## config.mk

```make
export PLATFORM = sky130hd
export DESIGN_NAME = bus_load_sequencer_flat
export DESIGN_NICKNAME = d
export VERILOG_FILES = /design/src/rtl/bus_load_sequencer_if.sv /design/src/rtl/bus_load_sequencer.sv /design/src/flat_wrapper.sv
export SDC_FILE = /design/constraint.sdc
export NUM_CORES = 1
export LEC_CHECK = 0
export ABC_AREA = 1
export CAP_MARGIN = 20
export CORE_MARGIN = 1
export CORE_UTILIZATION = 47
export CTS_CLUSTER_SIZE = 30
export DETAILED_ROUTE_END_ITERATION = 12
export GPL_ROUTABILITY_DRIVEN = 1
export PLACE_DENSITY_LB_ADDON = 0.15
export REMOVE_ABC_BUFFERS = 1
export SLEW_MARGIN = 20
export SYNTH_ARGS = -nofsm -noshare
export SYNTH_HDL_FRONTEND = slang
export SYNTH_SLANG_ARGS = --single-unit
```

## constraint.sdc

```tcl
create_clock -name Clock -period 4 [get_ports Clock]
set_input_delay 0.8 -clock Clock [delete_from_list [all_inputs] [get_ports Clock]]
set_output_delay 0.8 -clock Clock [all_outputs]
set_load 0.005 [all_outputs]
```

## src/rtl/bus_load_sequencer_if.sv

```systemverilog
`timescale 1ns/1ps
`default_nettype none
// ============================================================================
// Module      : bus_load_sequencer_if
// Description : Request and bus bundle for bus_load_sequencer.
//               master modport : upstream requester / bank-side observer
//               slave  modport : the sequencer itself
//               Signals: In_Valid/In_Ready/In_Sel/In_Data (request channel),
//               Data_Bus, A_EN/B_EN/C_EN (load side), Busy, Err, Count.
// Revision    : 1.0 - initial release
// ============================================================================
interface bus_load_sequencer_if #(
  parameter int DEPTH = 4
);
  localparam int c_COUNT_W = $clog2(DEPTH) + 1;

  logic                 In_Valid;
  logic                 In_Ready;
  logic [1:0]           In_Sel;
  logic [7:0]           In_Data;
  logic [7:0]           Data_Bus;
  logic                 A_EN;
  logic                 B_EN;
  logic                 C_EN;
  logic                 Busy;
  logic                 Err;
  logic [c_COUNT_W-1:0] Count;

  modport master (
    output In_Valid, In_Sel, In_Data,
    input  In_Ready, Data_Bus, A_EN, B_EN, C_EN, Busy, Err, Count
  );

  modport slave (
    input  In_Valid, In_Sel, In_Data,
    output In_Ready, Data_Bus, A_EN, B_EN, C_EN, Busy, Err, Count
  );
endinterface
`default_nettype wire

```

## src/rtl/bus_load_sequencer.sv

```systemverilog
`timescale 1ns/1ps
`default_nettype none
// ============================================================================
// Module      : bus_load_sequencer
// Description : Buffers (target, data) write requests in a DEPTH-entry FIFO
//               and replays each one onto the shared 8-bit Data_Bus with a
//               single one-cycle load enable (A_EN/B_EN/C_EN). GAP idle cycles
//               may be inserted after every load pulse.
// Ports       : Clock  - rising-edge clock
//               Reset  - asynchronous active-high reset
//               bus    - bus_load_sequencer_if.slave (request channel,
//                        Data_Bus, enables, Busy, Err, Count)
// Config      : BUS_SEQ_BCAST_EN - when defined, In_Sel=3 broadcasts to all
//               three registers; otherwise it is handshaken, dropped and
//               flagged on Err.
// Revision    : 1.0 - initial release
// ============================================================================
module bus_load_sequencer #(
  parameter int DEPTH = 4,
  parameter int GAP   = 0
) (
  input  wire logic             Clock,
  input  wire logic             Reset,
  bus_load_sequencer_if.slave   bus
);

  localparam int               c_AW       = (DEPTH > 1) ? $clog2(DEPTH) : 1;
  localparam int               c_CW       = $clog2(DEPTH) + 1;
  localparam logic [c_CW-1:0]  c_FULL     = c_CW'(DEPTH);
  localparam bit               c_NO_GAP   = (GAP == 0);
  // Counter preload on entering SETTLE; SETTLE then lasts exactly GAP cycles.
  localparam logic [3:0]       c_GAP_LOAD = (GAP > 0) ? 4'(GAP - 1) : 4'd0;

  typedef enum logic [1:0] {
    ST_IDLE   = 2'd0,
    ST_LOAD   = 2'd1,
    ST_SETTLE = 2'd2
  } state_t;

  // FIFO storage: {sel[1:0], data[7:0]}
  logic [9:0]       r_mem [DEPTH];
  logic [c_AW-1:0]  r_wr_ptr;
  logic [c_AW-1:0]  r_rd_ptr;
  logic [c_CW-1:0]  r_count;

  state_t           r_state;
  state_t           w_state_nxt;
  logic [3:0]       r_gap_cnt;
  logic [3:0]       w_gap_cnt_nxt;
  logic [7:0]       r_bus;
  logic [7:0]       w_bus_nxt;
  logic [2:0]       r_en;        // {C, B, A}
  logic [2:0]       w_en_nxt;
  logic             r_err;

  logic             w_ready;
  logic             w_accept;
  logic             w_reject;
  logic             w_push;
  logic             w_pop;
  logic             w_not_empty;
  logic [9:0]       w_head;

  function automatic logic [2:0] f_sel_to_en(input logic [1:0] sel);
    logic [2:0] en;
    case (sel)
      2'd0:    en = 3'b001;
      2'd1:    en = 3'b010;
      2'd2:    en = 3'b100;
`ifdef BUS_SEQ_BCAST_EN
      default: en = 3'b111;
`else
      default: en = 3'b000;  // never queued in this build
`endif
    endcase
    return en;
  endfunction

  // Ready depends only on the registered count, so a pop in the same cycle
  // does not reopen a full FIFO until the following cycle.
  assign w_ready     = (r_count != c_FULL);
  assign w_accept    = bus.In_Valid && w_ready;
  assign w_not_empty = (r_count != '0);
  assign w_head      = r_mem[r_rd_ptr];

`ifdef BUS_SEQ_BCAST_EN
  assign w_reject = 1'b0;
`else
  // Broadcast requests complete the handshake but are dropped.
  assign w_reject = w_accept && (bus.In_Sel == 2'd3);
`endif

  assign w_push = w_accept && !w_reject;

  // --------------------------------------------------------------------------
  // FIFO pointers and occupancy
  // --------------------------------------------------------------------------
  always_ff @(posedge Clock or posedge Reset) begin
    if (Reset) begin
      r_wr_ptr <= '0;
      r_rd_ptr <= '0;
      r_count  <= '0;
    end else begin
      if (w_push) r_wr_ptr <= r_wr_ptr + 1'b1;
      if (w_pop)  r_rd_ptr <= r_rd_ptr + 1'b1;
      case ({w_push, w_pop})
        2'b10:   r_count <= r_count + 1'b1;
        2'b01:   r_count <= r_count - 1'b1;
        default: r_count <= r_count;
      endcase
    end
  end

  // Storage needs no reset: entries are only read behind a valid count.
  always_ff @(posedge Clock) begin
    if (w_push) r_mem[r_wr_ptr] <= {bus.In_Sel, bus.In_Data};
  end

  // --------------------------------------------------------------------------
  // Sequencer FSM: state register
  // --------------------------------------------------------------------------
  always_ff @(posedge Clock or posedge Reset) begin
    if (Reset) begin
      r_state   <= ST_IDLE;
      r_gap_cnt <= 4'd0;
      r_bus     <= 8'h00;
      r_en      <= 3'b000;
      r_err     <= 1'b0;
    end else begin
      r_state   <= w_state_nxt;
      r_gap_cnt <= w_gap_cnt_nxt;
      r_bus     <= w_bus_nxt;
      r_en      <= w_en_nxt;
      r_err     <= w_reject;
    end
  end

  // --------------------------------------------------------------------------
  // Sequencer FSM: next state and registered-output inputs
  // --------------------------------------------------------------------------
  always_comb begin
    w_state_nxt   = r_state;
    w_gap_cnt_nxt = r_gap_cnt;
    w_bus_nxt     = r_bus;
    w_en_nxt      = 3'b000;
    w_pop         = 1'b0;

    case (r_state)
      ST_IDLE: begin
        if (w_not_empty) begin
          w_pop       = 1'b1;
          w_bus_nxt   = w_head[7:0];
          w_en_nxt    = f_sel_to_en(w_head[9:8]);
          w_state_nxt = ST_LOAD;
        end
      end

      ST_LOAD: begin
        if (c_NO_GAP && w_not_empty) begin
          // Back-to-back transfer, one per cycle.
          w_pop       = 1'b1;
          w_bus_nxt   = w_head[7:0];
          w_en_nxt    = f_sel_to_en(w_head[9:8]);
          w_state_nxt = ST_LOAD;
        end else if (!c_NO_GAP) begin
          w_gap_cnt_nxt = c_GAP_LOAD;
          w_state_nxt   = ST_SETTLE;
        end else begin
          w_state_nxt = ST_IDLE;
        end
      end

      ST_SETTLE: begin
        if (r_gap_cnt == 4'd0) begin
          w_state_nxt = ST_IDLE;
        end else begin
          w_gap_cnt_nxt = r_gap_cnt - 4'd1;
        end
      end

      default: begin
        w_state_nxt = ST_IDLE;
      end
    endcase
  end

  // --------------------------------------------------------------------------
  // Outputs
  // --------------------------------------------------------------------------
  assign bus.In_Ready = w_ready;
  assign bus.Data_Bus = r_bus;
  assign bus.A_EN     = r_en[0];
  assign bus.B_EN     = r_en[1];
  assign bus.C_EN     = r_en[2];
  assign bus.Busy     = w_not_empty || (r_state != ST_IDLE);
  assign bus.Err      = r_err;
  assign bus.Count    = r_count;

endmodule
`default_nettype wire

```

## src/flat_wrapper.sv

```systemverilog
// flat-port wrapper written by rule: the top's interface ports become plain ports
module bus_load_sequencer_flat 
#(
  parameter int DEPTH = 4,
  parameter int GAP   = 0
)
  (Clock, Reset, bus_In_Valid, bus_In_Sel, bus_In_Data, bus_In_Ready, bus_Data_Bus, bus_A_EN, bus_B_EN, bus_C_EN, bus_Busy, bus_Err, bus_Count);
  bus_load_sequencer_if #(.DEPTH(DEPTH)) bus_i ();
  input  wire logic Clock;
  input  wire logic Reset;
  input wire logic [$bits(bus_i.In_Valid)-1:0] bus_In_Valid;
  input wire logic [$bits(bus_i.In_Sel)-1:0] bus_In_Sel;
  input wire logic [$bits(bus_i.In_Data)-1:0] bus_In_Data;
  output wire logic [$bits(bus_i.In_Ready)-1:0] bus_In_Ready;
  output wire logic [$bits(bus_i.Data_Bus)-1:0] bus_Data_Bus;
  output wire logic [$bits(bus_i.A_EN)-1:0] bus_A_EN;
  output wire logic [$bits(bus_i.B_EN)-1:0] bus_B_EN;
  output wire logic [$bits(bus_i.C_EN)-1:0] bus_C_EN;
  output wire logic [$bits(bus_i.Busy)-1:0] bus_Busy;
  output wire logic [$bits(bus_i.Err)-1:0] bus_Err;
  output wire logic [$bits(bus_i.Count)-1:0] bus_Count;
  assign bus_i.In_Valid = bus_In_Valid;
  assign bus_i.In_Sel = bus_In_Sel;
  assign bus_i.In_Data = bus_In_Data;
  assign bus_In_Ready = bus_i.In_Ready;
  assign bus_Data_Bus = bus_i.Data_Bus;
  assign bus_A_EN = bus_i.A_EN;
  assign bus_B_EN = bus_i.B_EN;
  assign bus_C_EN = bus_i.C_EN;
  assign bus_Busy = bus_i.Busy;
  assign bus_Err = bus_i.Err;
  assign bus_Count = bus_i.Count;
  bus_load_sequencer #(.DEPTH(DEPTH), .GAP(GAP)) u_core (.Clock(Clock), .Reset(Reset), .bus(bus_i));
endmodule
```

==> flow_metrics.py <==
metrics = {
    "setup_path": {
        "max_stage_delay_ns": 0.44,
        "crit_start": "u_core.bus.Count[0]$_DFFE_PP0P_",
        "critical_path_arrival_ns": 1.77,
        "worstPathCellList": "nor2_1 -> nand2_1 -> or2_2 -> clkdlybuf4s50_1",
        "required_ns": 3.20,
        "r2r_slack_ns": 2.00,
        "path_buf_inv": 1,
        "cp-endpoint": "bus_Busy",
        "crit_fanout": 4,
        "startpoint_type": "flip-flop",
        "cp-end-kind": "primary output",
        "crit_family": "simple AND/OR/NAND/NOR gates",
        "r2r-end": "u_core.r_mem[1][9]$_DFFE_PP_",
        "cp_num_cells": 4,
        "r2r_start": "u_core.bus.Count[0]$_DFFE_PP0P_",
        "r2r_cells": 4,
        "crit_type": "reg2out",
        "slowest_stage": "dfrtp_1",
    },
    "cts": {
        "ctsResizeCount": 0,
        "tritoncts": "done",
        "cts_root_buf": "clkbuf_8",
        "ctsHoldBuffers": 0,
        "clock_path_buffers": 2,
        "cts_made_buffers": 9,
        "post_cts_buffers": 0,
        "numClockSinks": 60,
        "clock_latency_ns": 0.33,
        "h-tree-depth": 3,
        "clkTransAtPathRegs_ns": 0.06,
    },
    "floorplanning": {
        "ios": 30,
        "die_h_um": 75.5,
        "num_rows": 26,
        "initial_core_util": 0.494,
        "dieArea_sq_um": 5700,
        "core_sq_um": 5140,
        "die_x_um": 75.5,
    },
    "placed_design": {
        "numPortBuffers": 29,
        "gp_congestion": 0.760,
        "hpwl_mm": 2.96,
        "pre_cts_ws_ns": 1.20,
    },
    "global_routing": {
        "gr-usage-all-layers": 0.182,
        "grt_max_degree": 24,
        "antenna_found_initial": 0,
        "grt_pass1_vias": 1521,
        "grt_pass1_wl_mm": 7.13,
        "grt_overflow_total": 0,
    },
    "synth": {
        "synth-seq-cells": 60,
        "ys_seq_area_frac": 0.670,
        "syn_area_per_cell_sq_um": 10.2,
        "syn-cell-area_sq_um": 2540,
        "synth_cells": 249,
        "synthDistinctLibCells": 16,
        "synth_warnings": 0,
    },
    "sta": {
        "finalCritPeriodShare": 0.643,
        "slew_violations": 0,
        "worst_pin_slew_ns": 0.934,
        "fin_skew_ns": 0.00792,
        "fin_hold_ws_ns": 0.479,
        "slew_headroom": 0.375,
        "hold_viol": 0,
        "final.setup.tns_ns": 0,
        "rsz0062_at_grt": "no",
        "setup_violations": 0,
        "final.min_clock_period_ns": 2.57,
        "fin_ws_ns": 1.43,
        "fmax_mhz": 389,
    },
    "drt": {
        "route.vias.total": 1619,
        "postRouteAntennaNets": 0,
        "vias_per_cell": 4.52,
        "initialDrtViolationCount": 66,
        "finalWirelength_mm": 4.44,
        "dr.pass1.iters": 4,
        "wl_per_cell_um": 12.4,
        "route.detailed.drc": 0,
    },
    "power_and_ir_drop": {
        "peakVddDrop_uv": 311,
        "p_leak_nw": 1.42,
        "power_density_nw_per_um2": 710,
    },
    "run": {
        "cap_viol_max_count": 0,
    },
    "finish": {
        "final_util": 0.598,
        "antennaDiodeCount": 0,
        "drive_gt1_frac": 0.0590,
        "area_growth_pct": 21.0,
        "fin_nets": 302,
    },
    "hold_path": {
        "worstHoldPathType": "reg2reg",
    },
    "outcome": {
        "status": "finished, final reports clean",
    },
}
==> sequential cells by signal (all words and copies together), names as in the netlist <==
name	flops
u_core.r_mem	40
u_core.bus.Err	1
u_core.bus.Data_Bus	8
u_core.r_state	1
u_core.bus.Count	3
u_core.r_wr_ptr	2
u_core.r_rd_ptr	2
u_core.r_en	3
==> metal layers <==
metal  share of wire  up-vias  GRT usage
met1            0.47      750      0.235
met2            0.47       26      0.277
li1                -      834          -
met5               0        -          0
met4           0.018        0     0.0844
met3           0.040        9     0.0635
==> worst min-delay path by stage <==
stage | from | endpoint | slack (ns) | cells past startpoint
global route | u_core.bus.Data_Bus[2]$_DFFE_PP0P_ | u_core.bus.Data_Bus[2]$_DFFE_PP0P_ | 0.51 | 2
floorplan | u_core.bus.Data_Bus[0]$_DFFE_PP0P_ | u_core.bus.Data_Bus[0]$_DFFE_PP0P_ | 0.47 | 2
detailed placement | u_core.bus.Data_Bus[1]$_DFFE_PP0P_ | u_core.bus.Data_Bus[1]$_DFFE_PP0P_ | 0.46 | 2
global placement | u_core.bus.Data_Bus[5]$_DFFE_PP0P_ | u_core.bus.Data_Bus[5]$_DFFE_PP0P_ | 0.46 | 2
CTS | u_core.bus.Data_Bus[1]$_DFFE_PP0P_ | u_core.bus.Data_Bus[1]$_DFFE_PP0P_ | 0.48 | 2
finish | u_core.bus.Data_Bus[0]$_DFFE_PP0P_ | u_core.bus.Data_Bus[0]$_DFFE_PP0P_ | 0.48 | 2
==> worst register-to-register path: cells and delay by family (launching register included) <==
| kind | cells | cell delay (ns) |
|---|---|---|
| flip-flops | 1 | 0.45 |
| AND/OR/NAND/NOR | 4 | 1.17 |
==> layout by cell type, fill, tap and decap left out, drive strengths merged <==
cell type,instances
edfxtp,40
dfrtp,20
nand4,2
nand2,91
nor2,9
xnor2,1
xor2,3
nand3,22
clkbuf,10
inv,47
or2,1
bufinv,1
clkinv,4
clkinvlp,1
fa,1
clkdlybuf4s50,29
buf,1
ha,5
==> cells in the mapped netlist <==
library cell,number,share of area
nand2_1,91,0.13
buf_2,6,0.012
nor2_1,9,0.013
xor2_1,3,0.010
dfrtp_1,20,0.20
clkbuf_1,1,0.0015
edfxtp_1,40,0.47
xnor2_1,1,0.0035
nand3_1,21,0.041
or2_2,1,0.0025
ha_1,5,0.025
inv_2,1,0.0015
nand3_2,1,0.0039
nand4_1,2,0.0049
inv_1,46,0.068
fa_1,1,0.0079
==> report_power, final <==
part / internal [mW] / leakage, nW / switching, mW
Combinational: 0.325 / 0.728 / 0.399
Sequential: 0.832 / 0.605 / 0.124
Clock: 0.281 / 0.0911 / 0.221
==> area by class of cell <==
type,instances,area [sq um]
fillers,462,2070
flip-flops and latches,60,1700
multi-input cells,135,627
repair buffers,30,298
inverters,47,176
clock buffers,10,128
well taps,70,87.6
clock inverters,6,55.1
==> cells by family after synthesis <==
kind of cell  count (synthesis)  synth area share
buf+inv                      54            0.0828
simple gates                125             0.201
fa+ha+maj                     6            0.0325
xor+xnor                      4            0.0138
flops                        60             0.670
==> stage by stage <==
stage	std cells	area, sq um	total power [mW]
after floorplan	242	2500	1.39
after global placement	342	2890	1.68
after detailed placement	342	2890	1.70
after CTS	358	3070	2.21
after global routing	358	3070	2.37
final	358	3070	2.18
Note: power is estimated with default switching activity, not from simulation.
